`config.mk`:
```
export PLATFORM = sky130hd
export DESIGN_NAME = pwm_mixer_n
export DESIGN_NICKNAME = d
export VERILOG_FILES = /design/src/rtl/pwm_mixer_n.sv
export SDC_FILE = /design/constraint.sdc
export NUM_CORES = 1
export LEC_CHECK = 0
export CAP_MARGIN = 20
export CORE_ASPECT_RATIO = 1.1
export CORE_UTILIZATION = 59
export DETAILED_ROUTE_END_ITERATION = 6
export PLACE_DENSITY = 0.8
export SYNTH_ARGS = -nofsm -noshare
export SYNTH_HDL_FRONTEND = slang
export SYNTH_SLANG_ARGS = --single-unit
```
`constraint.sdc`:
```
create_clock -name clk -period 2.5 [get_ports clk]
set_input_delay 0.375 -clock clk [delete_from_list [all_inputs] [get_ports clk]]
set_output_delay 0.375 -clock clk [all_outputs]
set_load 0.05 [all_outputs]
```
`src/rtl/pwm_mixer_n.sv`:
```
// N-channel quadrature-encoder level mixer driving a shared-counter PWM engine.
// Each channel: 2-FF sync, debouncer, detent decoder; duties swap only at period boundaries.
module pwm_mixer_n #(
  parameter int NUM_CH     = 3,
  parameter int WIDTH      = 8,
  parameter int DB_LEN     = 4,
  parameter int STEP       = 1,
  parameter int SATURATE   = 1,
  parameter int INIT_LEVEL = 0
) (
  input  logic                     clk,
  input  logic                     reset,
  input  logic [NUM_CH-1:0]        enc_a,
  input  logic [NUM_CH-1:0]        enc_b,
  output logic [NUM_CH*WIDTH-1:0]  level,
  output logic [NUM_CH-1:0]        pwm_out,
  output logic                     period_start
);

  localparam logic [WIDTH-1:0] CNT_MAX  = '1;
  localparam logic [WIDTH:0]   MAX_EXT  = {1'b0, CNT_MAX};
  localparam logic [WIDTH:0]   STEP_EXT = (WIDTH+1)'(STEP);
  localparam logic [WIDTH-1:0] INIT_VAL = WIDTH'(INIT_LEVEL);

  logic [WIDTH-1:0]    cnt_reg;
  logic                period_start_reg;
  logic [2*NUM_CH-1:0] db_all;

  always_ff @(posedge clk or negedge reset) begin
    if (!reset) begin
      cnt_reg          <= '0;
      period_start_reg <= 1'b0;
    end else begin
      cnt_reg          <= cnt_reg + 1'b1;
      period_start_reg <= (cnt_reg == '0);
    end
  end

  assign period_start = period_start_reg;

  genvar gi, gj;
  generate
    for (gi = 0; gi < NUM_CH; gi++) begin : g_ch
      // Bit 2*gi is phase A, bit 2*gi+1 is phase B.
      for (gj = 0; gj < 2; gj++) begin : g_phase
        logic              pin;
        logic [1:0]        sync_reg;
        logic [DB_LEN-2:0] hist_reg;
        logic [DB_LEN-1:0] win;
        logic              db_reg;

        assign pin = (gj == 0) ? enc_a[gi] : enc_b[gi];
        // Window of the last DB_LEN synced samples: stored history plus the current sync output.
        assign win = {hist_reg, sync_reg[1]};

        always_ff @(posedge clk or negedge reset) begin
          if (!reset) begin
            sync_reg <= '0;
            hist_reg <= '0;
            db_reg   <= 1'b0;
          end else begin
            sync_reg <= {sync_reg[0], pin};
            hist_reg <= win[DB_LEN-2:0];
            if (&win)
              db_reg <= 1'b1;
            else if (~|win)
              db_reg <= 1'b0;
          end
        end

        assign db_all[2*gi+gj] = db_reg;
      end

      logic             db_a, db_b;
      logic             prev_a_reg, up_reg, dn_reg, pwm_reg;
      logic [WIDTH-1:0] level_reg, level_next, duty_reg;
      logic [WIDTH:0]   sum_ext, diff_ext;

      assign db_a     = db_all[2*gi];
      assign db_b     = db_all[2*gi+1];
      assign sum_ext  = {1'b0, level_reg} + STEP_EXT;
      assign diff_ext = {1'b0, level_reg} - STEP_EXT;

      always_comb begin
        level_next = level_reg;
        if (up_reg) begin
          if (SATURATE != 0 && sum_ext > MAX_EXT)
            level_next = CNT_MAX;
          else
            level_next = sum_ext[WIDTH-1:0];
        end else if (dn_reg) begin
          // A set borrow bit means the subtraction went below zero.
          if (SATURATE != 0 && diff_ext[WIDTH])
            level_next = '0;
          else
            level_next = diff_ext[WIDTH-1:0];
        end
      end

      always_ff @(posedge clk or negedge reset) begin
        if (!reset) begin
          prev_a_reg <= 1'b0;
          up_reg     <= 1'b0;
          dn_reg     <= 1'b0;
          level_reg  <= INIT_VAL;
          duty_reg   <= '0;
          pwm_reg    <= 1'b0;
        end else begin
          prev_a_reg <= db_a;
          up_reg     <= db_a & ~prev_a_reg & ~db_b;
          dn_reg     <= db_a & ~prev_a_reg & db_b;
          level_reg  <= level_next;
          if (cnt_reg == CNT_MAX)
            duty_reg <= level_reg;
          pwm_reg    <= (cnt_reg < duty_reg);
        end
      end

      assign level[gi*WIDTH +: WIDTH] = level_reg;
      assign pwm_out[gi]              = pwm_reg;
    end
  endgenerate

endmodule

```
==> Yosys cells after proc, flatten, opt, wreduce, memory -nomap -nowiden <==
Index checks and enable logic that the tools add are counted.
{ "word_totals": {"reg_bits": 105, "output_inout_bits": 28, "wordCells": 113} }
{ "classes": {"add_sub_neg": 7, "n_lt_le_gt_ge": 6, "eq_ne": 7, "muxes": 24, "n_bitwise": 15, "reduce_logical": 16} }
{ "ops": {"columns": ["op", "count"], "rows": [
  ["$mux 8", 12],
  ["$add 8x1->9 const B", 3],
  ["$gt 9x8->1 const B", 3],
  ["$sub 8x1->9 const B", 3],
  ["$lt 8x8->1", 3],
  ["$reduce_and 4->1", 6],
  ["$reduce_or 4->1", 6],
  ["$mux 1", 12],
  ["$ne 2x2->1 const B", 6],
  ["$and 1x1->1", 9],
  ["$add 8x1->8 const B", 1],
  ["$eq 8x8->1 const B", 1],
  ["$logic_not 8->1", 1],
  ["$not 1->1", 6],
  ["$reduce_bool 2->1", 3]
]} }

==> Depth between registers and ports, before layout <==
Gate-level depths: netlist (run 1).
{ "depth": {"depth_word": 4, "ltp_mapped": 8, "ltp_nobuf": 8} }

==> Worst setup path after synthesis (run 1) <==
No wires, ideal clock.
{ "synth_timing": {"kind": "register -> register", "from": "register g_ch[1].level_reg[0]", "to": "register g_ch[1].level_reg[2]", "setup_ns": 0.079, "t_arrival_ns": 2.160, "required_time_ns": 2.421, "path_slack_ns": 0.260, "path_stages_with_launch": 9, "n_path_buf": 0, "path_cell_list": "dfrtp_1 inv_1 ha_1 nor3b_1 a31oi_1 o21ai_0 nand2b_1 o22a_1 a2bb2oi_1"} }
{ "synth_between": {"elab_chain_len": 4, "word_cells_on_any_way": 7, "classes_between": "add/sub: 2; order compare: 1; mux: 4"} }
{ "synth_lines": {"columns": ["item", "line", "source"], "rows": [
  ["from (decl)", "76", "logic [WIDTH-1:0] level_reg, level_next, duty_reg;"],
  ["from (signal assigned)", "112", "level_reg <= level_next;"],
  ["$add 8x1->9 or $sub 8x1->9 (tied branches)", "81, 82", null],
  ["$gt 9x8->1 or $mux 8 (tied branches)", "87, 93", null],
  ["$mux 8 (on tied branches)", "87, 91", null],
  ["$mux 8 *", "86", "if (up_reg) begin"]
]} }
Mark *: on every way between the ends. The rest lies on a longest branch, timed or not. The select of a mux whose other input is x is not followed.
A chain may end at the register's enable or synchronous reset.

==> Worst setup path in the final report (run 1) <==
{ "layout_timing": {"from": "register g_ch[2].level_reg[3]", "to": "output port level[19]"} }
{ "layout_rtl": {"columns": ["item", "line", "source"], "rows": [
  ["from (decl)", "76", null],
  ["from (signal assigned)", "112", null],
  ["to (decl)", "15", "output logic [NUM_CH*WIDTH-1:0] level,"]
]} }
No word-level cell between the ends.

==> results.md, run 1 <==
- Status: complete, but fails checks
- Violated checks: negative hold slack
- Worst-Skew Late Latency: 370 ps
- Post-synthesis net count: 540
- Worst relative slew slack: 43.57%
- Drt initial violations: 147
- Sequential Power Share: 43.7%
- Internal Dissipation: 3.065 mW
- Port Buffers: 35
- Share of cells above drive strength 1: 9.211%
- Post-CTS Hold Buffers: 0
- WP buf/inv: 1
- PostCTS Resize Cnt: 0
- Row cnt: 35
- Core area: 0.008496 sq mm
- Most frequent cells in the layout: 105 x dfrtp_1, 40 x nand2_1, 38 x inv_1
- Clk_skew: 18.07 ps
- Synthesized area per cell: 10.48 sq um
- Largest net degree at the start of global routing: 46
- Leak Pwr: 2.576 nW
- Post-DP HPWL: 7304 microns
- Leading cell type in the layout, fill and taps excluded: dfrtp_1
- Via count: 3856
- Sink Count: 105
- Total of warnings raised by yosys: 0
- FF-to-FF setup slack: 280 ps
- Total routed wirelength: 10260 microns
- Register bit total from synthesis: 105
- Initial core utilization: 61.80%
- Minimum clock period: 2294 ps
- Critical R2R Capture: g_ch[1].level_reg[2]
- CP startpoint: g_ch[2].level_reg[3]
- CP cell instances: clkdlybuf4s50_1
- Kind of end point of the critical path: output pin
- Maximum clock rate: 435.8 MHz
- Post-synth EDFFs: 0
- Synth top area share: 50.05%
- CP required: 2120 ps
- Unique masters post-synth: 63
- Final TNS setup: 0 ps
- Comb pwr share: 37.3%
- Worst-path fanout max: 12
- Antenna Cells: 0
- Fillers: 642
- Worst-margin pin slew: 835.4 ps
- CP Launch Type: flop
- Tot Pwr: 5.507 mW
- Final Hold Viols: 13
- Slowest CP cell: clkdlybuf4s50_1
- First-pass GRT wire length: 17470 microns
- Grt ovf: 0
- Area of the mapped netlist: 0.005250 sq mm
- Number of global-route vias before repair: 3748
- Non-Filler Cell Area, Final: 0.005863 sq mm
- Worst flop-to-flop path startpoint: g_ch[1].level_reg[0]
- Synth Flop Type: dfrtp_1
- NetSw: 2.442 mW
- Placed cell area: 0.005654 sq mm
- Register area: 0.002628 sq mm
- DIE HEIGHT: 100.9 microns
- Total Die Area: 0.009280 sq mm
- RSZ-0062 raised after global routing: no
- Hold Slack: -18.08 ps
- Vias/cell: 5.997
- CTS root buffer: clkbuf_8
- Final non-filler cell total: 643
- Final Net Count: 566
- Area leader, netlist: dfrtp_1
- Post-CTS setup buffers: 0
- Endpoints failing setup: 0
- Slew Viols, Final: 0
- Cell Pwr Density: 939.3 mW/mm^2
- 1st-pass router iterations: 5
- Final worst-path cycle share: 91.78%
- TritonCTS clock tree: yes
- CP Data Arrival Time: 1920 ps
- Mapped Cells: 501
- Total track usage: 23.84%
- Cells on worst reg2reg path: 8
- CTS buffer count: 9
- Final ANT Viol Nets: 0
- Hold Path Class: in2async
- Sw frac: 44.34%
- Horiz. Die Dim: 91.94 microns
- Post-synth ARST share: 100.0%
- Peak VDD IR: 0.5316 mV
- Clk slew on worst S/H paths: 120 ps
- Sequential-to-total area share from yosys stat: 50.05%
- Clock Power Share: 19.0%
- Area delta synth->final: 11.68%
- Largest stage delay on the critical path: 890 ps
- CTS max path bufs: 2
- Post-route DRC: 0
- Routed length per placed instance: 15.96 microns
- Initial antenna violation count: 0
- Cell family with most CP delay: buffers and inverters
- Top cells by area, synth: dfrtp_1 50%, ha_1 7.4%, mux2_2 3.2%, o21ai_0 3.0%, nand2_1 2.9%
- Ports: 36
- CTS H-tree lvls: 3
- GP Congestion: 0.8586
- Multi-input gate area: 0.002340 sq mm
- Number of max-cap violations: 0
- Worst Setup Path Type: reg2out
- Post-placement cell count: 627
cell usage after synthesis, types with 4 or more instances:
master      n
nor3_1      5
dfrtp_1   105
o211ai_1    5
a22oi_1     5
nand2_1    40
nand2b_1    8
nor2_1     25
nand3_1    17
mux2_2     15
or3_1       7
xor2_1      5
xnor2_1    10
nor3b_1     6
clkbuf_1    9
nor4_1      4
and3b_1     4
a211oi_1    8
buf_2       9
inv_1      38
a221oi_1    7
buf_4       6
o21ai_0    31
a31oi_1    16
a21oi_1    16
and3_1     11
ha_1       31
a21o_1      9
power groups by stage:
stage	clock [mW]	combinational, mW	sequential [mW]
final	1.05	2.06	2.40
after global placement	0	2.02	2.41
after global routing	1.14	2.21	2.47
after floorplan	0	1.06	2.77
after CTS	1.07	2.06	2.40
after detailed placement	0	2.05	2.43
area by class of cell:
cell class,instances,share of cell area (%)
clock buffers,9,2.113
clock inverters,7,1.451
inverters,38,2.433
multi-input cells,332,39.91
flip-flops and latches,105,44.81
well taps,111,2.369
repair buffers,41,6.914
metal layers:
layer / vias up / global-route usage (%) / share of wire, %
li1: 1838 / - / -
met1: 1901 / 33.10 / 46
met2: 101 / 38.12 / 48
met3: 16 / 4.676 / 4.3
met4: 0 / 7.572 / 1.6
met5: - / 0 / 0
through the flow:
stage                     utilization (%)  setup WS, ps
final                               69.01         205.6
after global routing                69.01         15.98
after CTS                           69.01         200.4
after detailed placement            66.55         346.4
after global placement              66.55         430.3
after floorplan                         -         260.5
worst register-to-register path: stages (launching register included):
cell,delay [ps]
dfrtp_1,470
inv_1,110
ha_1,230
nor3b_1,170
a31oi_1,520
o21ai_0,240
nand2b_1,130
o22a_1,120
a2bb2oi_1,140
kinds of logic (layout without fill, tap and decap cells):
kind of cell	count (synthesis)	after routing	share of synthesized area (%)
flip-flops	105	105	50.05
adder cells (fa/ha/maj)	31	31	7.388
XOR/XNOR	16	16	2.812
multiplexers	17	17	3.599
buffers and inverters	64	95	5.386
AND/OR/NAND/NOR	146	146	15.13
AO/OA/AOI/OAI	122	122	15.63
worst max-delay path by stage:
| stage | endpoint | slack [ps] | cells after the start |
|---|---|---|---|
| finish | level[19] | 210 | 1 |
| global route | g_ch[1].level_reg[3] | 20 | 8 |
| CTS | level[19] | 200 | 1 |
| detailed placement | g_ch[1].level_reg[2] | 350 | 8 |
| global placement | g_ch[2].level_reg[7] | 430 | 6 |
| floorplan | g_ch[1].level_reg[2] | 260 | 8 |
No activity file was read; power rests on OpenSTA's default activity.
==> run 2: changes to the inputs <==
- CAP_MARGIN: 20 -> 10
- CORE_MARGIN: default -> 4
- CORE_UTILIZATION: 59 -> 55
- PLACE_DENSITY: 0.8 -> 0.75
==> run 2 against run 1 <==
  * The run now ends clean
  * Register-to-register slack gained 30 ps
  * Worst setup slack lost 87 ps
  * Critical path depth is the same
  * Global-route usage shrank 4.3 points
  * Power grew 1.4%
  * Critical endpoint is now level[18]
  * Largest cell class unchanged
==> results.md, run 2 (synthesis gave the netlist of run 1 again) <==
- Hold Path Class: reg2reg
- CTS max path bufs: 2 (unchanged)
- Total Die Area: 0.01117 sq mm (+20%)
- TritonCTS clock tree: yes
- Grt ovf: 0 (unchanged)
- Final ANT Viol Nets: 0 (unchanged)
- Horiz. Die Dim: 101.2 microns (+10%)
- CTS H-tree lvls: 3 (unchanged)
- Core area: 0.009351 sq mm (+10%)
- Number of global-route vias before repair: 3928 (+4.8%)
- Total routed wirelength: 10070 microns (-1.9%)
- Ports: 36 (unchanged)
- Tot Pwr: 5.587 mW (+1.4%)
- CP Launch Type: flop
- CP cell instances: clkdlybuf4s50_1
- Non-Filler Cell Area, Final: 0.005897 sq mm (+0.58%)
- Cell family with most CP delay: buffers and inverters
- GP Congestion: 0.9170 (+6.8%)
- Worst relative slew slack: 43.93% (+0.36 points)
- DIE HEIGHT: 110.5 microns (+9.4%)
- Worst-margin pin slew: 830.1 ps (-5.302 ps)
- Vias/cell: 5.880 (-2.0%)
- Largest net degree at the start of global routing: 51 (+11%)
- Fin util: 63.06% (-6.0 points)
- Antenna Cells: 0 (unchanged)
- Worst Setup Path Type: reg2out
- Area delta synth->final: 12.32%
- Most frequent cells in the layout: 105 x dfrtp_1, 40 x nand2_1, 38 x inv_1
- Maximum clock rate: 420.0 MHz (-3.6%)
- Slowest CP cell: clkdlybuf4s50_1
- Cell Pwr Density: 947.4 mW/mm^2 (+0.86%)
- RSZ-0062 raised after global routing: no
- CTS buffer count: 9 (unchanged)
- Post-DP HPWL: 7017 microns (-3.9%)
- Final worst-path cycle share: 95.24% (+3.5 points)
- Minimum clock period: 2381 ps (+86.68 ps)
- Final Net Count: 565 (-0.18%)
- Port Buffers: 35 (unchanged)
- WP buf/inv: 1 (unchanged)
- Routed length per placed instance: 15.53 microns (-2.7%)
- Largest stage delay on the critical path: 910 ps (+20 ps)
- Initial antenna violation count: 0 (unchanged)
- Post-route DRC: 0 (unchanged)
- Worst-Skew Late Latency: 380 ps (about the same)
- Placed cell area: 0.005659 sq mm (about the same)
- 1st-pass router iterations: 7 (+2)
- Slew Viols, Final: 0 (unchanged)
- Final Hold Viols: 0 (-13)
- Status: finished clean
- Peak VDD IR: 0.6616 mV (+24%)
- Final TNS setup: 0 ps (unchanged)
- Row cnt: 37 (+5.7%)
- CTS root buffer: clkbuf_8
- CP required: 2120 ps (about the same)
- Via count: 3810 (-1.2%)
- Number of max-cap violations: 0 (unchanged)
- Clk slew on worst S/H paths: 100 ps (-20 ps)
- Leading cell type in the layout, fill and taps excluded: dfrtp_1
- Post-CTS setup buffers: 0 (unchanged)
- Sink Count: 105 (unchanged)
- Clk_skew: 10.60 ps (-7.468 ps)
- Total track usage: 19.55% (-4.3 points)
- Worst-path fanout max: 15 (+3)
- Kind of end point of the critical path: output pin
- CP Data Arrival Time: 2010 ps (+90 ps)
- Endpoints failing setup: 0 (unchanged)
- Leak Pwr: 2.589 nW (+0.52%)
- Share of cells above drive strength 1: 9.040% (-0.17 points)
- Initial core utilization: 56.14% (-5.7 points)
- First-pass GRT wire length: 18000 microns (+3.0%)
- Drt initial violations: 203 (+38%)
==> run 2: power by group <==
group | internal [mW] | switching, mW | total, mW | leakage [nW]
Sequential | 1.91 | 0.505 | 2.41 | 1.34
Clock | 0.515 | 0.637 | 1.15 | 0.112
Combinational | 0.746 | 1.27 | 2.02 | 1.14
==> run 2: layer usage <==
layer / vias to the layer above / GRT usage, % / wire (microns)
li1: 1843 / - / -
met1: 1847 / 27.46 / 4612
met2: 102 / 29.84 / 4814
met3: 18 / 2.780 / 448
met4: 0 / 9.043 / 190
met5: - / 0 / 0
==> run 2: final cells by class <==
class,instances,area [sq um]
Fill cell,735,3455
Clock buffer,10,137.6
Multi-Input combinational cell,332,2346
Inverter,38,142.6
Tap cell,117,146.4
Clock inverter,6,83.83
Timing Repair Buffer,40,412.9
Sequential cell,105,2628
==> run 2: worst register-to-register path, stage by stage (launching register included) <==
cell       delay, ps
dfrtp_1          470
inv_1            130
ha_1             190
nor3b_1          440
a31oi_2          280
o21ai_0          190
nand2b_1          90
o22a_1           170
a2bb2oi_1        140
==> run 2: worst paths after layout <==
kind | from | end | slack, ps | depth (start not counted)
worst min register to register | g_ch[2].g_phase[0].sync_reg[0] | g_ch[2].g_phase[0].sync_reg[1] | 360 | 0
min in group asynchronous | reset | g_ch[0].duty_reg[6] | 420 | 2
max in group asynchronous | reset | g_ch[1].duty_reg[3] | 1380 | 3
worst max-delay path | g_ch[2].level_reg[2] | level[18] | 120 | 1
worst max register to register | g_ch[1].level_reg[0] | g_ch[1].level_reg[2] | 310 | 8
worst min-delay path | g_ch[2].g_phase[0].sync_reg[0] | g_ch[2].g_phase[0].sync_reg[1] | 360 | 0
==> run 2: per-stage QoR <==
step                worst slack, ps  cells  hold slack (ps)
CTS                           120.6    648            359.4
global route                  53.86    648            371.9
detailed placement            238.3    631            295.0
global placement              426.4    631            293.5
floorplan                     260.5    501            79.41
finish                        118.9    648            357.0
==> run 2: timing repair <==
action / in CTS / in global routing
gates resized for setup: 0 / 1
endpoints found under the hold margin: 21 / 0
setup endpoints to repair: 0 / 2
hold buffers: 1 / 0
